[src/rtl/kbd_ctrl_decoder.sv]
// PS/2 set-2 scancode decoder: prefix tracking, joystick key state, video hotkeys
// and a stretched core reset, all in the clk domain with registered outputs.
module kbd_ctrl_decoder #(
  parameter int unsigned RESET_HOLD   = 16,
  parameter logic        SCANDBL_INIT = 1'b0
) (
  input  logic       clk,
  input  logic       reset,
  input  logic       kbd_intr,
  input  logic [7:0] kbd_scancode,
  output logic [8:0] joyBCPPFRLDU,
  output logic       scandoubler_disable_o,
  output logic [1:0] scanlines_o,
  output logic       rst_core_o
);

  localparam int unsigned CNT_W = (RESET_HOLD < 2) ? 1 : $clog2(RESET_HOLD + 1);
  localparam logic [CNT_W-1:0] HOLD_VAL = CNT_W'(RESET_HOLD);

  typedef enum logic [2:0] {
    S_IDLE,
    S_EXT,
    S_BRK,
    S_EXTBRK,
    S_PAUSE
  } state_t;

  state_t           state_q, state_d;
  logic [2:0]       skip_q, skip_d;
  logic             intr_q, intr_d;
  logic             arm_q, arm_d;
  logic [8:0]       joy_q, joy_d;
  logic [2:0]       held_q, held_d;
  logic             sd_q, sd_d;
  logic [1:0]       sl_q, sl_d;
  logic [CNT_W-1:0] cnt_q, cnt_d;

  logic       byte_ev;
  logic       key_ext;
  logic       key_brk;
  logic       do_key;
  logic [8:0] joy_sel;
  logic [2:0] hot_sel;
  logic [2:0] hot_fire;

  // Extended/break qualifiers come straight from the registered prefix state.
  assign key_ext = (state_q == S_EXT) || (state_q == S_EXTBRK);
  assign key_brk = (state_q == S_BRK) || (state_q == S_EXTBRK);

  always_comb begin
    joy_sel = '0;
    hot_sel = '0;
    if (key_ext) begin
      case (kbd_scancode)
        8'h75:   joy_sel[0] = 1'b1;
        8'h72:   joy_sel[1] = 1'b1;
        8'h6B:   joy_sel[2] = 1'b1;
        8'h74:   joy_sel[3] = 1'b1;
        default: ;
      endcase
    end else begin
      case (kbd_scancode)
        8'h29:   joy_sel[4] = 1'b1;
        8'h16:   joy_sel[5] = 1'b1;
        8'h1E:   joy_sel[6] = 1'b1;
        8'h2E:   joy_sel[7] = 1'b1;
        8'h11:   joy_sel[8] = 1'b1;
        8'h06:   hot_sel[0] = 1'b1;
        8'h04:   hot_sel[1] = 1'b1;
        8'h07:   hot_sel[2] = 1'b1;
        default: ;
      endcase
    end
  end

  always_comb begin
    state_d  = state_q;
    skip_d   = skip_q;
    joy_d    = joy_q;
    held_d   = held_q;
    sd_d     = sd_q;
    sl_d     = sl_q;
    cnt_d    = cnt_q;
    do_key   = 1'b0;
    hot_fire = '0;
    intr_d   = kbd_intr;
    // A strobe already high when reset released must drop once before it counts.
    arm_d    = arm_q | ~kbd_intr;
    byte_ev  = kbd_intr & ~intr_q & arm_q;

    if (byte_ev) begin
      case (state_q)
        S_IDLE: begin
          if (kbd_scancode == 8'hE0) begin
            state_d = S_EXT;
          end else if (kbd_scancode == 8'hF0) begin
            state_d = S_BRK;
          end else if (kbd_scancode == 8'hE1) begin
            state_d = S_PAUSE;
            skip_d  = 3'd7;
          end else begin
            do_key = 1'b1;
          end
        end
        S_EXT: begin
          if (kbd_scancode == 8'hF0) begin
            state_d = S_EXTBRK;
          end else if (kbd_scancode != 8'hE0) begin
            do_key  = 1'b1;
            state_d = S_IDLE;
          end
        end
        S_BRK, S_EXTBRK: begin
          do_key  = 1'b1;
          state_d = S_IDLE;
        end
        S_PAUSE: begin
          skip_d = (skip_q == 3'd0) ? 3'd0 : skip_q - 3'd1;
          if (skip_q <= 3'd1) begin
            state_d = S_IDLE;
          end
        end
        default: state_d = S_IDLE;
      endcase
    end

    if (do_key) begin
      if (key_brk) begin
        joy_d  = joy_q & ~joy_sel;
        held_d = held_q & ~hot_sel;
      end else begin
        joy_d    = joy_q | joy_sel;
        hot_fire = hot_sel & ~held_q;
        held_d   = held_q | hot_sel;
      end
    end

    if (hot_fire[0]) begin
      sd_d = ~sd_q;
    end
    if (hot_fire[1]) begin
      sl_d = sl_q + 2'd1;
    end

    if (hot_fire[2]) begin
      cnt_d = HOLD_VAL;
    end else if (cnt_q != '0) begin
      cnt_d = cnt_q - CNT_W'(1);
    end
  end

  always_ff @(posedge clk) begin
    if (reset) begin
      state_q <= S_IDLE;
      skip_q  <= 3'd0;
      intr_q  <= 1'b0;
      arm_q   <= ~kbd_intr;
      joy_q   <= '0;
      held_q  <= '0;
      sd_q    <= SCANDBL_INIT;
      sl_q    <= 2'd0;
      cnt_q   <= HOLD_VAL;
    end else begin
      state_q <= state_d;
      skip_q  <= skip_d;
      intr_q  <= intr_d;
      arm_q   <= arm_d;
      joy_q   <= joy_d;
      held_q  <= held_d;
      sd_q    <= sd_d;
      sl_q    <= sl_d;
      cnt_q   <= cnt_d;
    end
  end

  assign joyBCPPFRLDU          = joy_q;
  assign scandoubler_disable_o = sd_q;
  assign scanlines_o           = sl_q;
  assign rst_core_o            = (cnt_q != '0);

endmodule

[config.mk]
export PLATFORM = sky130hd
export DESIGN_NAME = kbd_ctrl_decoder
export DESIGN_NICKNAME = d
export VERILOG_FILES = /design/src/rtl/kbd_ctrl_decoder.sv
export SDC_FILE = /design/constraint.sdc
export NUM_CORES = 1
export LEC_CHECK = 0
export ABC_AREA = 1
export CAP_MARGIN = 10
export CORE_ASPECT_RATIO = 1.25
export CORE_MARGIN = 2
export CORE_UTILIZATION = 50
export DETAILED_ROUTE_END_ITERATION = 16
export GPL_ROUTABILITY_DRIVEN = 1
export PLACE_DENSITY = 0.73
export SYNTH_ARGS = -nofsm -noshare
export SYNTH_HDL_FRONTEND = slang
export SYNTH_SLANG_ARGS = --single-unit
[constraint.sdc]
create_clock -name clk -period 3.36 [get_ports clk]
set_input_delay 0.672 -clock clk [delete_from_list [all_inputs] [get_ports clk]]
set_output_delay 0.672 -clock clk [all_outputs]
set_load 0.01 [all_outputs]
# ---- Yosys cells after proc, flatten, opt, wreduce, memory -nomap -nowiden
# Index checks and enable logic that the tools add are counted.
dict set report totals {
  ff_bits 28
  inputBits 11
}
dict set report op_classes {
  reduce_logical 10
  addsub 3
  n_eq_ne 26
  order_cmp 1
  bitwise 14
  n_mux 39
}
# operator n
set ops {}
lappend ops {{3-bit two-way mux} 14}
lappend ops {{8-bit by 7-bit equality test with 1-bit output (second input constant)} 4}
lappend ops {{8-bit by 3-bit equality test with 1-bit output (second input constant)} 3}
lappend ops {{8-bit by 5-bit equality test with 1-bit output (second input constant)} 3}
lappend ops {{8-bit equality test (second input constant)} 3}
lappend ops {{1-bit two-way mux} 19}
lappend ops {{8-bit by 6-bit equality test with 1-bit output (second input constant)} 2}
lappend ops {{9-bit bitwise AND} 1}
lappend ops {{9-bit two-way mux} 1}
lappend ops {{9-bit NOT} 1}
lappend ops {{9-bit bitwise OR} 1}
lappend ops {{3-bit case mux with 3 select lines} 1}
lappend ops {{2-bit != test (second input constant)} 4}
lappend ops {{8-bit != test (second input constant)} 1}
lappend ops {{3-bit bitwise AND} 2}
lappend ops {{3-bit by 2-bit equality test with 1-bit output (second input constant)} 2}
lappend ops {{3-bit zero test} 2}
lappend ops {{3-bit NOT} 2}
lappend ops {{3-bit case mux with 2 select lines} 1}
lappend ops {{5-bit two-way mux} 1}
lappend ops {{5-bit AND reduction} 1}
lappend ops {{5-bit nonzero test} 1}
lappend ops {{5-bit by 1-bit subtractor with 5-bit output (second input constant)} 1}
lappend ops {{4-bit two-way mux} 1}
lappend ops {{other kinds (16)} 21}

# ---- Logic depth before layout (Yosys ltp)
# Gate-level depths: netlist of run 1.
dict set report depth {
  depth_word 8
  depth_mapped 11
  depth_no_buf 11
}

# ---- Least setup slack after synthesis of run 1
# Ideal clock, no wire load.
dict set report synth_path {
  kind {reg2out}
  startpoint {register cnt_q[0]}
  endpoint {output rst_core_o}
  slack_ns 1.671
  t_arrival_ns 1.017
  path_buffers 1
  path_stages_with_launch 6
  required_time_ns 2.688
  cell_sequence {dfxtp_1 -> inv_1 -> ha_1 -> nand2_1 -> or2_2 -> clkbuf_1}
}
dict set report synth_between {
  elab_chain_cells 1
}
# element line
set synth_rtl {}
lappend synth_rtl {{start: declaration} 36} ;# logic [CNT_W-1:0] cnt_q, cnt_d;
lappend synth_rtl {{start signal: assignment} 172} ;# cnt_q <= cnt_d;
lappend synth_rtl {{5-bit nonzero test} 179} ;# assign rst_core_o = (cnt_q != '0);
lappend synth_rtl {{end: declaration} 14} ;# output logic rst_core_o
# No other way between the ends.

# ---- Final worst setup path of run 1
# Same ends and word-level chain as after synthesis.

==> flow_summary.toml, run 1 <==
[run_status]
run_status = "finished clean"

[yosys]
synth.avg_cell_area_um2 = 6.39
count_of_unique_library_cells_instantiated_by_yosys = 28
yosys_warnings = 0
synthesis.nets = 305
synth_top_area_cell = "dfxtp_1"
syn_inst = 291
netlist.area_leader.share = 0.301
post_synth_design_cell_area_um2 = 1860
post_synth_main_area_contributors = "dfxtp_1, nand2_1, inv_1"
yosys_register_bits = 28
synth_sequential_area_ratio = 0.301

[final_layout]
num-fill-cells = 343
regArea_um2 = 561
finish.net_count = 324
number_of_antenna_diodes = 0
drive_gt1_frac = 0.120
layout.core_utilization = 0.609
post-route-cell-area_um2 = 2140
instances_no_fill = 348
multi_input_comb_area_um2 = 990
area_growth_pct = 15.1

[power_and_ir_drop]
power_leakage_nw = 0.990
ir_worst_vdd_uv = 327
power_uw = 836
power.density_cell_area_nw_per_um2 = 391

[global_routing]
groute.usage.overall = 0.185
grt_antenna_before_repair = 0
grt_pass1_wl_um = 6270
grt_pass1_vias = 1496
maximum_number_of_pins_on_one_net_before_global_route_repair = 31
grt_overflow_total = 0

[detailed_routing]
drc = 0
routedWlPerCell_um = 10.1
route.antenna.remaining_nets = 0
via_count = 1718
drt_pass1_iterations = 4
drt_iter0_markers = 71
routed_via_density = 4.94
postRouteWirelength_um = 3520

[die]
floorplan.initialDensity = 0.529
die-width_um = 58.5
die_height_um = 72.2
core_um2 = 3510
placement_rows = 24
pin_count = 24
floorplan.die_area_um2 = 4230

[timing]
finalClockSkew_ns = 0.0122
timing.final.max_slew_violations = 0
whs_ns = 0.454
rsz0062_at_grt = "no"
max_freq_mhz = 415
final_number_of_setup_violating_endpoints = 0
fin_setup_tns_ns = 0
relative_slew_slack = 0.554
worst-slew-pin-transition_ns = 0.669
period_share = 0.716
worst_setup_margin_ns = 0.953
period_needed_ns = 2.41
report.final.hold_viol_count = 0

[placed_design]
pre_cts_ws_ns = 0.853
total_instance_count_after_detailed_placement = 344
routabilityCongestion = 0.902
place_hpwl_um = 2690
postPlaceCellArea_um2 = 2070
io_buffer_count = 23

[cts]
tritoncts.num_buffers = 3
hold_buffers = 0
htree_num_levels = 1
tritoncts = "done"
cts_resized = 0
cts.sinks = 28
path_clk_slew_ns = 0.09
cts_root_buffer = "clkbuf_8"
max-clock-path-buffers = 2
cts_setup_buffers = 0
clock_insertion_delay_worst_skew_ns = 0.28

[worst_setup_path]
timing.critical_path.required_ns = 2.69
endpoint_kind = "output port"
arrival_ns = 1.74
path_class = "reg -> out"
crit_path_max_fanout = 5
start_kind = "flip-flop"

[run]
max_cap_violations = 0

[hold_path]
min_path_type = "reg -> reg"
-- Yosys cell counts (all sizes together) --
library cell and n:
nand2 64, inv 62, nor2 47, dfxtp 28
nand3 25, nand4 18, nor3 11, o21ai 10
buf 6, a21oi 5, clkbuf 4, ha 3
or2 2, xor2 2, a31oi 1, mux2i 1
nand3b 1, o22ai 1
-- kinds of logic after synthesis --
group | after synthesis | synth area share
mux | 1 | 0.00538
flops | 28 | 0.301
compound gates | 17 | 0.0511
buf+inv | 72 | 0.166
fa+ha+maj | 3 | 0.0202
xor+xnor | 2 | 0.00942
simple gates | 168 | 0.446
-- metal layers --
metal	global-route usage	wire (um)
met1	0.244	1610
met2	0.306	1740
met3	0.0232	115
met4	0.0698	47
met5	0	0
-- where the power goes --
part | switching (mW) | leakage (nW) | internal [mW]
logic | 0.111 | 0.727 | 0.0794
clock network | 0.107 | 0.0357 | 0.159
registers | 0.0178 | 0.228 | 0.361
-- worst paths after layout --
path	startpoint	endpoint	slack, ns	cells after the start
worst min-delay path	arm_q$_DFF_P_	arm_q$_DFF_P_	0.45	2
worst min register to register	arm_q$_DFF_P_	arm_q$_DFF_P_	0.45	2
worst max register to register	state_q[1]$_SDFFE_PP0P_	cnt_q[2]$_SDFFE_PP0P_	1.77	8
worst max-delay path	cnt_q[0]$_SDFFE_PP0P_	rst_core_o	0.95	5
-- layout by cell type, fill, tap and decap left out, drive strengths merged --
| cell | n |
|---|---|
| nand2 | 64 |
| o21ai | 10 |
| or2 | 2 |
| ha | 3 |
| nand3 | 25 |
| nor2 | 47 |
| nor3 | 11 |
| bufinv | 1 |
| clkdlybuf4s50 | 23 |
| buf | 1 |
| xor2 | 2 |
| a21oi | 5 |
| clkbuf | 3 |
| nand3b | 1 |
| a31oi | 1 |
| dfxtp | 28 |
| mux2i | 1 |
| nand4 | 18 |
| o22ai | 1 |
| inv | 62 |
-- area by class of cell --
cell class | instances | share of cell area
Tap cell | 39 | 0.0228
Sequential cell | 28 | 0.262
Clock inverter | 1 | 0.0140
Multi-Input combinational cell | 191 | 0.462
Inverter | 62 | 0.109
Timing Repair Buffer | 24 | 0.111
Clock buffer | 3 | 0.0193
-- worst max-delay path, stage by stage (launching register included) --
cell and delay (ns):
dfxtp_1 0.34, inv_1 0.06, ha_1 0.18, nand2_1 0.07, or2_2 0.33, clkdlybuf4s50_1 0.49
No activity file was read; power rests on OpenSTA's default activity.
==> inputs of run 2 (changes only) <==
--- a/config.mk
+++ b/config.mk
@@ -12,7 +12,7 @@
 export CORE_UTILIZATION = 50
 export DETAILED_ROUTE_END_ITERATION = 16
 export GPL_ROUTABILITY_DRIVEN = 1
-export PLACE_DENSITY = 0.73
+export PLACE_DENSITY = 0.76
 export SYNTH_ARGS = -nofsm -noshare
 export SYNTH_HDL_FRONTEND = slang
 export SYNTH_SLANG_ARGS = --single-unit
==> constraint.sdc (replaced) <==
create_clock -name clk -period 2.2 [get_ports clk]
set_input_delay 0.44 -clock clk [delete_from_list [all_inputs] [get_ports clk]]
set_output_delay 0.44 -clock clk [all_outputs]
set_load 0.01 [all_outputs]
==> flow_summary.toml, run 2 (synthesis results as in run 1) <==
[run_status]
run_status = "finished clean"

[detailed_routing]
route.antenna.remaining_nets = 0
drt_iter0_markers = 60
routed_via_density = 5.05
via_count = 1772
postRouteWirelength_um = 3580
routedWlPerCell_um = 10.2
drt_pass1_iterations = 4
drc = 0

[power_and_ir_drop]
cell_internal_power_dissipation_uw = 924
sequentialPowerShare = 0.447
power.density_cell_area_nw_per_um2 = 591
ir_worst_vdd_uv = 470
p_sw_uw = 369
power_leakage_nw = 1.01
p_comb_frac = 0.238
power_mw = 1.29
p_sw_frac = 0.285
clockPowerShare = 0.314

[timing]
timing.final.max_slew_violations = 0
worst-slew-pin-transition_ns = 0.436
max_freq_mhz = 499
period_share = 0.911
finalClockSkew_ns = 0.00440
rsz0062_at_grt = "no"
final_number_of_setup_violating_endpoints = 0
relative_slew_slack = 0.709
report.final.hold_viol_count = 0
period_needed_ns = 2.00
fin_setup_tns_ns = 0

[die]
pin_count = 24
floorplan.initialDensity = 0.529
floorplan.die_area_um2 = 4230
die-width_um = 58.5
die_height_um = 72.2
core_um2 = 3510
placement_rows = 24

[cts]
cts.sinks = 28
max-clock-path-buffers = 2
htree_num_levels = 1
clock_insertion_delay_worst_skew_ns = 0.27
hold_buffers = 0
cts_root_buffer = "clkbuf_8"
tritoncts.num_buffers = 3
cts_resized = 1
cts_setup_buffers = 0
path_clk_slew_ns = 0.10
tritoncts = "done"

[global_routing]
groute.usage.overall = 0.197
maximum_number_of_pins_on_one_net_before_global_route_repair = 31
grt_pass1_wl_um = 6640
grt_antenna_before_repair = 0
grt_pass1_vias = 1634
grt_overflow_total = 0

[final_layout]
drive_gt1_frac = 0.128
finish.net_count = 327
mostFrequentLayoutCells = "nand2_1, inv_1, nor2_1, dfxtp_1, clkdlybuf4s50_1"
area_growth_pct = 17.6
number_of_antenna_diodes = 0
mostFrequentLayoutCell = "nand2_1"
instances_no_fill = 351

[placed_design]
routabilityCongestion = 0.881
total_instance_count_after_detailed_placement = 347
io_buffer_count = 23
place_hpwl_um = 2740

[worst_setup_path]
timing.critical_path.required_ns = 1.76
endpoint_kind = "output port"
arrival_ns = 1.56
start_kind = "flip-flop"
path_class = "reg -> out"
reg2reg_setup_slack_ns = 0.63
crit_path_max_fanout = 5

[hold_path]
min_path_type = "reg -> reg"

[run]
max_cap_violations = 0
-- run 2: cell types whose count changed in the layout (fill, tap and decap cells not counted), sizes merged --
cell / previous run / this run
buf: 1 / 4
clkdlybuf4s50: 23 / 22
dlygate4sd2: 0 / 1
-- run 2: worst paths after layout --
kind / endpoint / from / depth (start not counted)
max: rst_core_o / cnt_q[1]$_SDFFE_PP0P_ / 5
min: arm_q$_DFF_P_ / arm_q$_DFF_P_ / 2
max reg2reg: flip-flop / state_q[1]$_SDFFE_PP0P_ / 10
min reg2reg: arm_q$_DFF_P_ / arm_q$_DFF_P_ / 2
-- run 2: power by group through the flow --
stage | Combinational [mW] | Clock, mW | Sequential [mW]
floorplan | 0.238 | 0 | 0.585
global placement | 0.301 | 0 | 0.589
detailed placement | 0.315 | 0 | 0.590
CTS | 0.314 | 0.418 | 0.578
global route | 0.360 | 0.433 | 0.587
finish | 0.308 | 0.406 | 0.579
-- run 2: area by class of cell --
class | instances | area [um^2]
timing repair buffer | 27 | 284
clock buffer | 3 | 41.3
fill | 340 | 1330
inverter | 62 | 233
sequential | 28 | 561
clock inverter | 1 | 30.0
multi-input combinational | 191 | 990
tap | 39 | 48.8
-- run 2: metal layers --
metal | vias to the layer above | GRT usage | part of all wire | wire length [um]
met1 | 793 | 0.240 | 0.45 | 1620
li1 | 947 | - | - | -
met3 | 4 | 0.0232 | 0.027 | 95
met4 | 0 | 0.0775 | 0.012 | 44
met2 | 28 | 0.346 | 0.51 | 1820
met5 | - | 0 | 0 | 0
-- run 2: worst max-delay path, cell delays in order (launching register included) --
cell           delay, ns
dfxtp_1             0.33
inv_1               0.08
ha_1                0.19
nand2_1             0.07
or2_2               0.33
dlygate4sd2_1       0.30
-- run 2: metrics by stage --
stage	utilization	setup slack [ns]	cell area (um^2)	hold WS [ns]
floorplan	-	0.743	1860	0.419
global placement	0.603	0.121	2120	0.432
detailed placement	0.603	0.0934	2120	0.435
CTS	0.623	0.169	2190	0.458
global route	0.623	0.0911	2190	0.487
finish	0.623	0.197	2190	0.460
